==> config.mk <==
export PLATFORM = sky130hd
export DESIGN_NAME = ps2_frame_receiver_flat
export DESIGN_NICKNAME = d
export VERILOG_FILES = /design/src/rtl/ps2_pkg.sv /design/src/rtl/ps2_frame_receiver_if.sv /design/src/rtl/ps2_sync_filter.sv /design/src/rtl/ps2_frame_receiver.sv /design/src/flat_wrapper.sv
export SDC_FILE = /design/constraint.sdc
export NUM_CORES = 1
export LEC_CHECK = 0
export CAP_MARGIN = 20
export CORE_MARGIN = 1
export CORE_UTILIZATION = 50
export DETAILED_ROUTE_END_ITERATION = 10
export GPL_TIMING_DRIVEN = 1
export PLACE_DENSITY = 0.81
export RECOVER_POWER = 25
export SETUP_SLACK_MARGIN = 0.5
export SYNTH_ARGS = -nofsm -noshare
export SYNTH_HDL_FRONTEND = slang
export SYNTH_SLANG_ARGS = --single-unit
==> constraint.sdc <==
create_clock -name clk -period 2.8 [get_ports clk]
set_input_delay 0.28 -clock clk [delete_from_list [all_inputs] [get_ports clk]]
set_output_delay 0.28 -clock clk [all_outputs]
set_load 0.05 [all_outputs]
==> src/rtl/ps2_pkg.sv <==
// Shared types and constants for the PS/2 keyboard receive path.
// The break code is also consumed by the downstream scan-code mapper.
package ps2_pkg;

  localparam int PS2_DATA_BITS  = 8;
  localparam int PS2_FRAME_BITS = 11;
  localparam logic [7:0] PS2_BREAK_CODE = 8'hF0;

  typedef enum logic [1:0] {
    IDLE   = 2'd0,
    DATA   = 2'd1,
    PARITY = 2'd2,
    STOP   = 2'd3
  } state_t;

  // Odd parity holds when the data bits plus the parity bit contain an odd number of ones.
  function automatic logic odd_parity_ok(input logic [PS2_DATA_BITS-1:0] data,
                                         input logic                     parity);
    return ^{data, parity};
  endfunction

endpackage

==> src/rtl/ps2_frame_receiver_if.sv <==
// Bundle between the PS/2 connector side and the scan-code consumer.
// got_code and frame_err are valid-only strobes with no ready: each is high for exactly one
// clk, never together, and scan_code is valid with got_code and holds until the next good frame.
interface ps2_frame_receiver_if;
  import ps2_pkg::*;

  logic       ps2_clk;
  logic       ps2_data;
  logic [7:0] scan_code;
  logic       got_code;
  logic       frame_err;
  state_t     state;

  modport master (
    output ps2_clk,
    output ps2_data,
    input  scan_code,
    input  got_code,
    input  frame_err,
    input  state
  );

  modport slave (
    input  ps2_clk,
    input  ps2_data,
    output scan_code,
    output got_code,
    output frame_err,
    output state
  );

endinterface

==> src/rtl/ps2_sync_filter.sv <==
// Brings the raw PS/2 pins into the clk domain: both pins get a 2-flop synchroniser, the
// clock additionally gets a saturating glitch filter and a one-cycle falling-edge pulse.
module ps2_sync_filter #(
  parameter int FILTER_LEN = 8
) (
  input  logic clk,
  input  logic rst_n,
  input  logic raw_clk,
  input  logic raw_data,
  output logic data_sync,
  output logic fall
);

  localparam int CW = (FILTER_LEN > 1) ? $clog2(FILTER_LEN) : 1;

  logic [1:0]    clk_sync;
  logic [1:0]    data_sync_q;
  logic [CW-1:0] cnt;
  logic          level;
  logic          level_q;

  // The counter only advances while the synced clock disagrees with the filtered level,
  // so any run of opposite samples shorter than FILTER_LEN is forgotten.
  always_ff @(posedge clk or negedge rst_n) begin
    if (!rst_n) begin
      clk_sync    <= 2'b11;
      data_sync_q <= 2'b11;
      cnt         <= '0;
      level       <= 1'b1;
      level_q     <= 1'b1;
    end else begin
      clk_sync    <= {clk_sync[0], raw_clk};
      data_sync_q <= {data_sync_q[0], raw_data};
      level_q     <= level;
      if (clk_sync[1] == level) begin
        cnt <= '0;
      end else if (cnt == CW'(FILTER_LEN - 1)) begin
        level <= clk_sync[1];
        cnt   <= '0;
      end else begin
        cnt <= cnt + CW'(1);
      end
    end
  end

  assign data_sync = data_sync_q[1];
  assign fall      = level_q & ~level;

endmodule

==> src/rtl/ps2_frame_receiver.sv <==
// Deserialises 11-bit PS/2 device-to-host frames into scan codes, dropping malformed or
// stalled frames with a frame_err strobe.
module ps2_frame_receiver
  import ps2_pkg::*;
#(
  parameter int FILTER_LEN     = 8,
  parameter int TIMEOUT_CYCLES = 50000
) (
  input  logic                 clk,
  input  logic                 rst_n,
  ps2_frame_receiver_if.slave  bus
);

  localparam int TW = $clog2(TIMEOUT_CYCLES);
  localparam int BW = $clog2(PS2_DATA_BITS + 1);

  logic data_sync;
  logic fall;

  ps2_sync_filter #(
    .FILTER_LEN (FILTER_LEN)
  ) u_sync_filter (
    .clk       (clk),
    .rst_n     (rst_n),
    .raw_clk   (bus.ps2_clk),
    .raw_data  (bus.ps2_data),
    .data_sync (data_sync),
    .fall      (fall)
  );

  state_t                   state_q, state_d;
  logic [BW-1:0]            bit_cnt_q, bit_cnt_d;
  logic [PS2_DATA_BITS-1:0] shift_q, shift_d;
  logic                     parity_q, parity_d;
  logic [TW-1:0]            to_cnt_q, to_cnt_d;
  logic [7:0]               code_q, code_d;
  logic                     got_q, got_d;
  logic                     err_q, err_d;

  always_ff @(posedge clk or negedge rst_n) begin
    if (!rst_n) begin
      state_q   <= IDLE;
      bit_cnt_q <= '0;
      shift_q   <= '0;
      parity_q  <= 1'b0;
      to_cnt_q  <= '0;
      code_q    <= 8'h00;
      got_q     <= 1'b0;
      err_q     <= 1'b0;
    end else begin
      state_q   <= state_d;
      bit_cnt_q <= bit_cnt_d;
      shift_q   <= shift_d;
      parity_q  <= parity_d;
      to_cnt_q  <= to_cnt_d;
      code_q    <= code_d;
      got_q     <= got_d;
      err_q     <= err_d;
    end
  end

  always_comb begin
    state_d   = state_q;
    bit_cnt_d = bit_cnt_q;
    shift_d   = shift_q;
    parity_d  = parity_q;
    code_d    = code_q;
    got_d     = 1'b0;
    err_d     = 1'b0;
    to_cnt_d  = (state_q == IDLE || fall) ? '0 : to_cnt_q + TW'(1);

    // Expiry takes priority: a fall landing in the expiry cycle belongs to no frame.
    if (state_q != IDLE && to_cnt_q == TW'(TIMEOUT_CYCLES - 1)) begin
      state_d   = IDLE;
      bit_cnt_d = '0;
      to_cnt_d  = '0;
      err_d     = 1'b1;
    end else if (fall) begin
      unique case (state_q)
        IDLE: begin
          if (!data_sync) begin
            state_d   = DATA;
            bit_cnt_d = '0;
          end else begin
            err_d = 1'b1;
          end
        end
        DATA: begin
          shift_d   = {data_sync, shift_q[PS2_DATA_BITS-1:1]};
          bit_cnt_d = bit_cnt_q + BW'(1);
          if (bit_cnt_q == BW'(PS2_DATA_BITS - 1)) state_d = PARITY;
        end
        PARITY: begin
          parity_d = data_sync;
          state_d  = STOP;
        end
        STOP: begin
          state_d   = IDLE;
          bit_cnt_d = '0;
          if (data_sync && odd_parity_ok(shift_q, parity_q)) begin
            code_d = shift_q;
            got_d  = 1'b1;
          end else begin
            err_d = 1'b1;
          end
        end
        default: state_d = IDLE;
      endcase
    end
  end

  assign bus.scan_code = code_q;
  assign bus.got_code  = got_q;
  assign bus.frame_err = err_q;
  assign bus.state     = state_q;

endmodule

==> src/flat_wrapper.sv <==
// flat-port wrapper written by rule: the top's interface ports become plain ports
module ps2_frame_receiver_flat import ps2_pkg::*;
#(
  parameter int FILTER_LEN     = 8,
  parameter int TIMEOUT_CYCLES = 50000
)
  (clk, rst_n, bus_ps2_clk, bus_ps2_data, bus_scan_code, bus_got_code, bus_frame_err, bus_state);
  ps2_frame_receiver_if bus_i ();
  input  logic clk;
  input  logic rst_n;
  input wire logic [$bits(bus_i.ps2_clk)-1:0] bus_ps2_clk;
  input wire logic [$bits(bus_i.ps2_data)-1:0] bus_ps2_data;
  output wire logic [$bits(bus_i.scan_code)-1:0] bus_scan_code;
  output wire logic [$bits(bus_i.got_code)-1:0] bus_got_code;
  output wire logic [$bits(bus_i.frame_err)-1:0] bus_frame_err;
  output wire logic [$bits(bus_i.state)-1:0] bus_state;
  assign bus_i.ps2_clk = bus_ps2_clk;
  assign bus_i.ps2_data = bus_ps2_data;
  assign bus_scan_code = bus_i.scan_code;
  assign bus_got_code = bus_i.got_code;
  assign bus_frame_err = bus_i.frame_err;
  assign bus_state = bus_i.state;
  ps2_frame_receiver #(.FILTER_LEN(FILTER_LEN), .TIMEOUT_CYCLES(TIMEOUT_CYCLES)) u_core (.clk(clk), .rst_n(rst_n), .bus(bus_i));
endmodule
-- After elaboration in Yosys (flattened, before gate mapping)
Cells that the tools add are included.
- output and inout bits: 12
- bits in registers: 50
- muxes and demuxes: 22
- add/sub/neg operators: 3
- equality and inequality tests: 9
- bitwise operators: 4
- reductions and logical operators: 14
- operators by type and width (operator ; number):
    16-bit 2-to-1 mux ; 2
    16-bit by 1-bit adder with 16-bit output (second input constant) ; 1
    16-bit == test (second input constant) ; 1
    4-bit 2-to-1 mux ; 3
    4-bit case mux with 3 select lines ; 1
    3-bit AND reduction ; 4
    9-bit parity ; 1
    1-bit 2-to-1 mux ; 8
    2-bit 2-to-1 mux ; 4
    2-bit case mux with 4 select lines ; 1
    3-bit 2-to-1 mux ; 2
    4-bit by 1-bit adder with 4-bit output (second input constant) ; 1
    2-bit == test (second input constant) ; 2
    4-bit by 3-bit == test with 1-bit output (second input constant) ; 1
    4-bit AND reduction ; 1
    2-bit nonzero test ; 2
    4-bit nonzero test ; 1
    3-bit by 1-bit adder with 3-bit output (second input constant) ; 1
    3-bit == test (second input constant) ; 1
    3-bit by 1-bit != test with 1-bit output (second input constant) ; 1
    3-bit != test (second input constant) ; 1
    1-bit NOT ; 3
    2-bit by 1-bit == test with 1-bit output (second input constant) ; 1
    1-bit logical AND ; 2
    6 further kinds ; 6

-- Logic depth before layout (Yosys ltp)
- depth after elaboration: 6
- depth in mapped cells: 7
- depth with buffers taken out: 7

-- By module
From an unflattened synthesis, not the netlist that was laid out.
- cells, all modules: 196
- area total of the unflattened synthesis: 2319.7 um2
- by module, submodules not included (module ; cells an instance ; times used ; area an instance (um2)):
    ps2_frame_receiver ; 179 ; 1 ; 2008.2
    ps2_sync_filter ; 17 ; 1 ; 311.5

-- Worst setup path before layout
Ideal clock, no wire load.
- path kind: reg2reg
- start: register u_core.to_cnt_q[13]
- end: register u_core.code_q[0], in the netlist u_core.bus.scan_code[0]
- clock period less this slack: 2.260 ns
- setup time: 0.125 ns
- setup slack: 0.540 ns
- path buffers: 0
- data arrival time: 2.135 ns
- stages on the path, launching flop included: 6
- cells stage by stage: dfrtp_1 -> or4_1 -> or4_4 -> o21a_4 -> nand4_4 -> mux2_2
- longest elaborated chain between the ends: 4
- ends and longest elaborated chain (what ; RTL line ; text):
    start: declaration ; ps2_frame_receiver.sv:35 ; logic [TW-1:0] to_cnt_q, to_cnt_d;
    start signal: assignment ; ps2_frame_receiver.sv:55 ; to_cnt_q <= to_cnt_d;
    16-bit == test ; ps2_frame_receiver.sv:73 ; if (state_q != IDLE && to_cnt_q == TW'(TIMEOUT_CYCLES - 1)) begin
    1-bit logical AND ; ps2_frame_receiver.sv:73 ;
    1-bit NOT (no source line) ; - ;
    4-bit AND reduction (no source line) ; - ;
    end signal: assignment ; ps2_frame_receiver.sv:56 ; code_q <= code_d;
    end: declaration ; ps2_frame_receiver.sv:36 ; logic [7:0] code_q, code_d;
No other way between the ends.
A chain may end at the register's enable or synchronous reset.

-- Worst setup path in the final report
- start: register u_core.to_cnt_q[12]
- end: register u_core.code_q[6], in the netlist u_core.bus.scan_code[6]
The elaborated chain is that of the path after synthesis.

==> results.ini <==
[final_layout]
postLayoutCellArea_um2=2650
drive_gt1_frac=0.205
syn2layout_area_growth_pct=17.1
instances_no_fill=272
layout.nets=232
antenna_cells=0

[setup_path]
critPathArrivalTime_ps=2490
r2r_cells=5
regToRegSetupSlack_ps=490
rr_startpoint=u_core.to_cnt_q[12]
end_kind=flip-flop
crit_end=u_core.bus.scan_code[6]
rr_endpoint=u_core.bus.scan_code[6]
critPathKind=flip-flop to flip-flop
cp_max_fo=5
startpoint=u_core.to_cnt_q[12]
crit_path_start_kind=flip-flop
required_ps=2990

[detailed_routing]
wl_per_cell_um=14.0
dr.pass1.iters=4
ant_nets=0
drt_iter0_drc=66
wirelength_mm=3.81
viasPerCell=5.42
drc=0
vias=1473

[timing]
period_share=0.824
rsz0062_at_grt=true
hold_violations=0
setup_tns_ps=0
worst_pin_slew_ps=1030
fin_crit_ps=2310
finalSetupViolCount=0
report.final.slew_viol_count=0
slew_headroom=0.314
setup_ws_ps=493
finClkSkew_ps=7.51
fmax_ghz=0.433

[yosys]
yosysWarnings=0
synthCells=187
synth-edff-count=0
synth.distinct_cells=33
synth_seq_cells=50
synth.cell_area_um2=2260
async_flop_share=1.00
synth_fp_nets=200
synth_flop_cell=dfrtp_1
syn_area_per_cell_um2=12.1
ys_seq_area_frac=0.556

[clock_tree]
htreeDepth=2
clockBufferDepth=2
clock_latency_ps=300
cts_made_buffers=5
cts-root-buf=clkbuf_8
cts_tree=built
cts.clk_slew.worst_paths_ps=80
cts.sinks=50

[grt]
grt_pass1_wl_mm=6.81
grt_pass1_vias=1482
grt_max_degree=51
antenna_found_initial=0
grt_overflow_total=0
track_usage=0.180

[pwr]
ir_worst_vdd_uv=323
p_per_area_nw_per_um2=657
leakagePower_nw=1.26

[outcome]
status=finished, final reports clean

[floorplanning]
ioPinCount=16
die_x_um=69.3
row_count=24
floorplan.initialDensity=0.520
coreArea_um2=4350
die_h_um=69.3
dieArea_um2=4800

[placed_design]
post-place-ws_ps=422
gp_congestion=0.737
io_buffers=15
dp.final_hpwl_mm=2.43
place_area_um2=2470
dp_cells=254

[flow_run]
maxCapViolCount=0

[min_path]
holdPathStages=0
hold_path_class=flip-flop to flip-flop

==> how the worst min path moves through the flow <==
stage,startpoint,endpoint,slack [ps]
5_1_grt,u_core.u_sync_filter.clk_sync[0],u_core.u_sync_filter.clk_sync[1],360
3_3_place_gp,u_core.u_sync_filter.data_sync_q[0],u_core.u_sync_filter.data_sync_q[1],350
4_1_cts,rst_n,u_core.bus.scan_code[1],190
2_1_floorplan,rst_n,u_core.bit_cnt_q[0],-20
6_report,u_core.u_sync_filter.clk_sync[0],u_core.u_sync_filter.clk_sync[1],360
3_5_place_dp,u_core.u_sync_filter.clk_sync[0],u_core.u_sync_filter.clk_sync[1],350
==> what timing repair did <==
item / 4_1_cts / 5_1_grt
setup buffers: 7 / 0
pin swaps: 2 / 4
setup endpoints to repair: 16 / 34
endpoints found under the hold margin: 0 / 6
hold buffers: 0 / 1
resized for setup: 1 / 2
cloned: 1 / 0
==> power breakdown <==
group / switching (mW) / internal [mW] / total (mW)
clock network: 0.222 / 0.173 / 0.395
registers: 0.0700 / 0.809 / 0.879
logic: 0.288 / 0.177 / 0.464
total: 0.580 / 1.16 / 1.74
==> kinds of logic (layout without fill, tap and decap cells) <==
family,after synthesis,in the layout,synth area share
adders and majority gates,9,9,0.0498
buffers and inverters,8,40,0.0138
DFF,50,50,0.556
muxes,18,18,0.0896
and+or+nand+nor,66,67,0.159
xor gates and xnor gates,22,22,0.0913
AOI/OAI and AO/OA,14,14,0.0398
==> per-stage QoR <==
step	utilization	hold slack, ps	power, mW
after floorplan	-	-15.6	1.23
after global placement	0.568	346	1.33
after detailed placement	0.568	347	1.35
after CTS	0.603	193	1.76
after global routing	0.608	365	1.85
final	0.608	358	1.74
==> layout by cell type, fill, tap and decap left out, types with 4 or more instances in the layout <==
cell type         n
inv_1             7
ha_1              9
dfstp_2           5
dfrtp_1          44
xnor2_1          11
nor2_1           23
nand4_1           4
mux2_2           16
xor2_1           10
clkbuf_8          5
nand2_1           7
clkdlybuf4s50_1  12
buf_4             8
nand3_1           9
a21oi_1           7
==> layer usage <==
metal / routed length, um / track usage / vias up
met5: 0 / 0 / -
met4: 58 / 0.0658 / 0
met2: 1890 / 0.287 / 16
li1: - / - / 709
met1: 1750 / 0.231 / 743
met3: 103 / 0.0581 / 5
==> worst max-delay path: stages, from the launching register on <==
cell	delay [ps]
dfrtp_1	380
or4_1	520
or4_4	560
o21a_4	250
nand4_4	150
mux2_2	350
==> cell type report <==
| class | count | area, um2 |
|---|---|---|
| inverters | 7 | 26.3 |
| flip-flops and latches | 50 | 1260 |
| clock inverters | 2 | 10.0 |
| well taps | 52 | 65.1 |
| multi-input cells | 130 | 997 |
| clock buffers | 6 | 72.6 |
| fillers | 346 | 1710 |
| repair buffers | 25 | 219 |
==> state kept, by name, summed over array words and instances (netlist names) <==
register	count
u_core.shift_q	8
u_core.bit_cnt_q	4
u_core.parity_q	1
u_core.bus.state	2
u_core.bus.got_code	1
u_core.u_sync_filter.level_q	1
u_core.u_sync_filter.clk_sync	2
u_core.to_cnt_q	16
u_core.bus.frame_err	1
u_core.u_sync_filter.data_sync_q	2
u_core.u_sync_filter.cnt	3
u_core.bus.scan_code	8
u_core.u_sync_filter.level	1
==> synthesized netlist by cell type, types with 4 or more instances <==
cell,instances,share of area
xnor2_1,11,0.043
dfstp_2,6,0.070
inv_1,7,0.012
ha_1,9,0.050
nand2_1,7,0.012
nand3_1,10,0.022
dfrtp_1,44,0.49
a21oi_1,7,0.015
xor2_1,10,0.039
mux2_2,18,0.090
nand4_1,4,0.011
nor2_1,23,0.038
No activity file was read; power rests on OpenSTA's default activity.
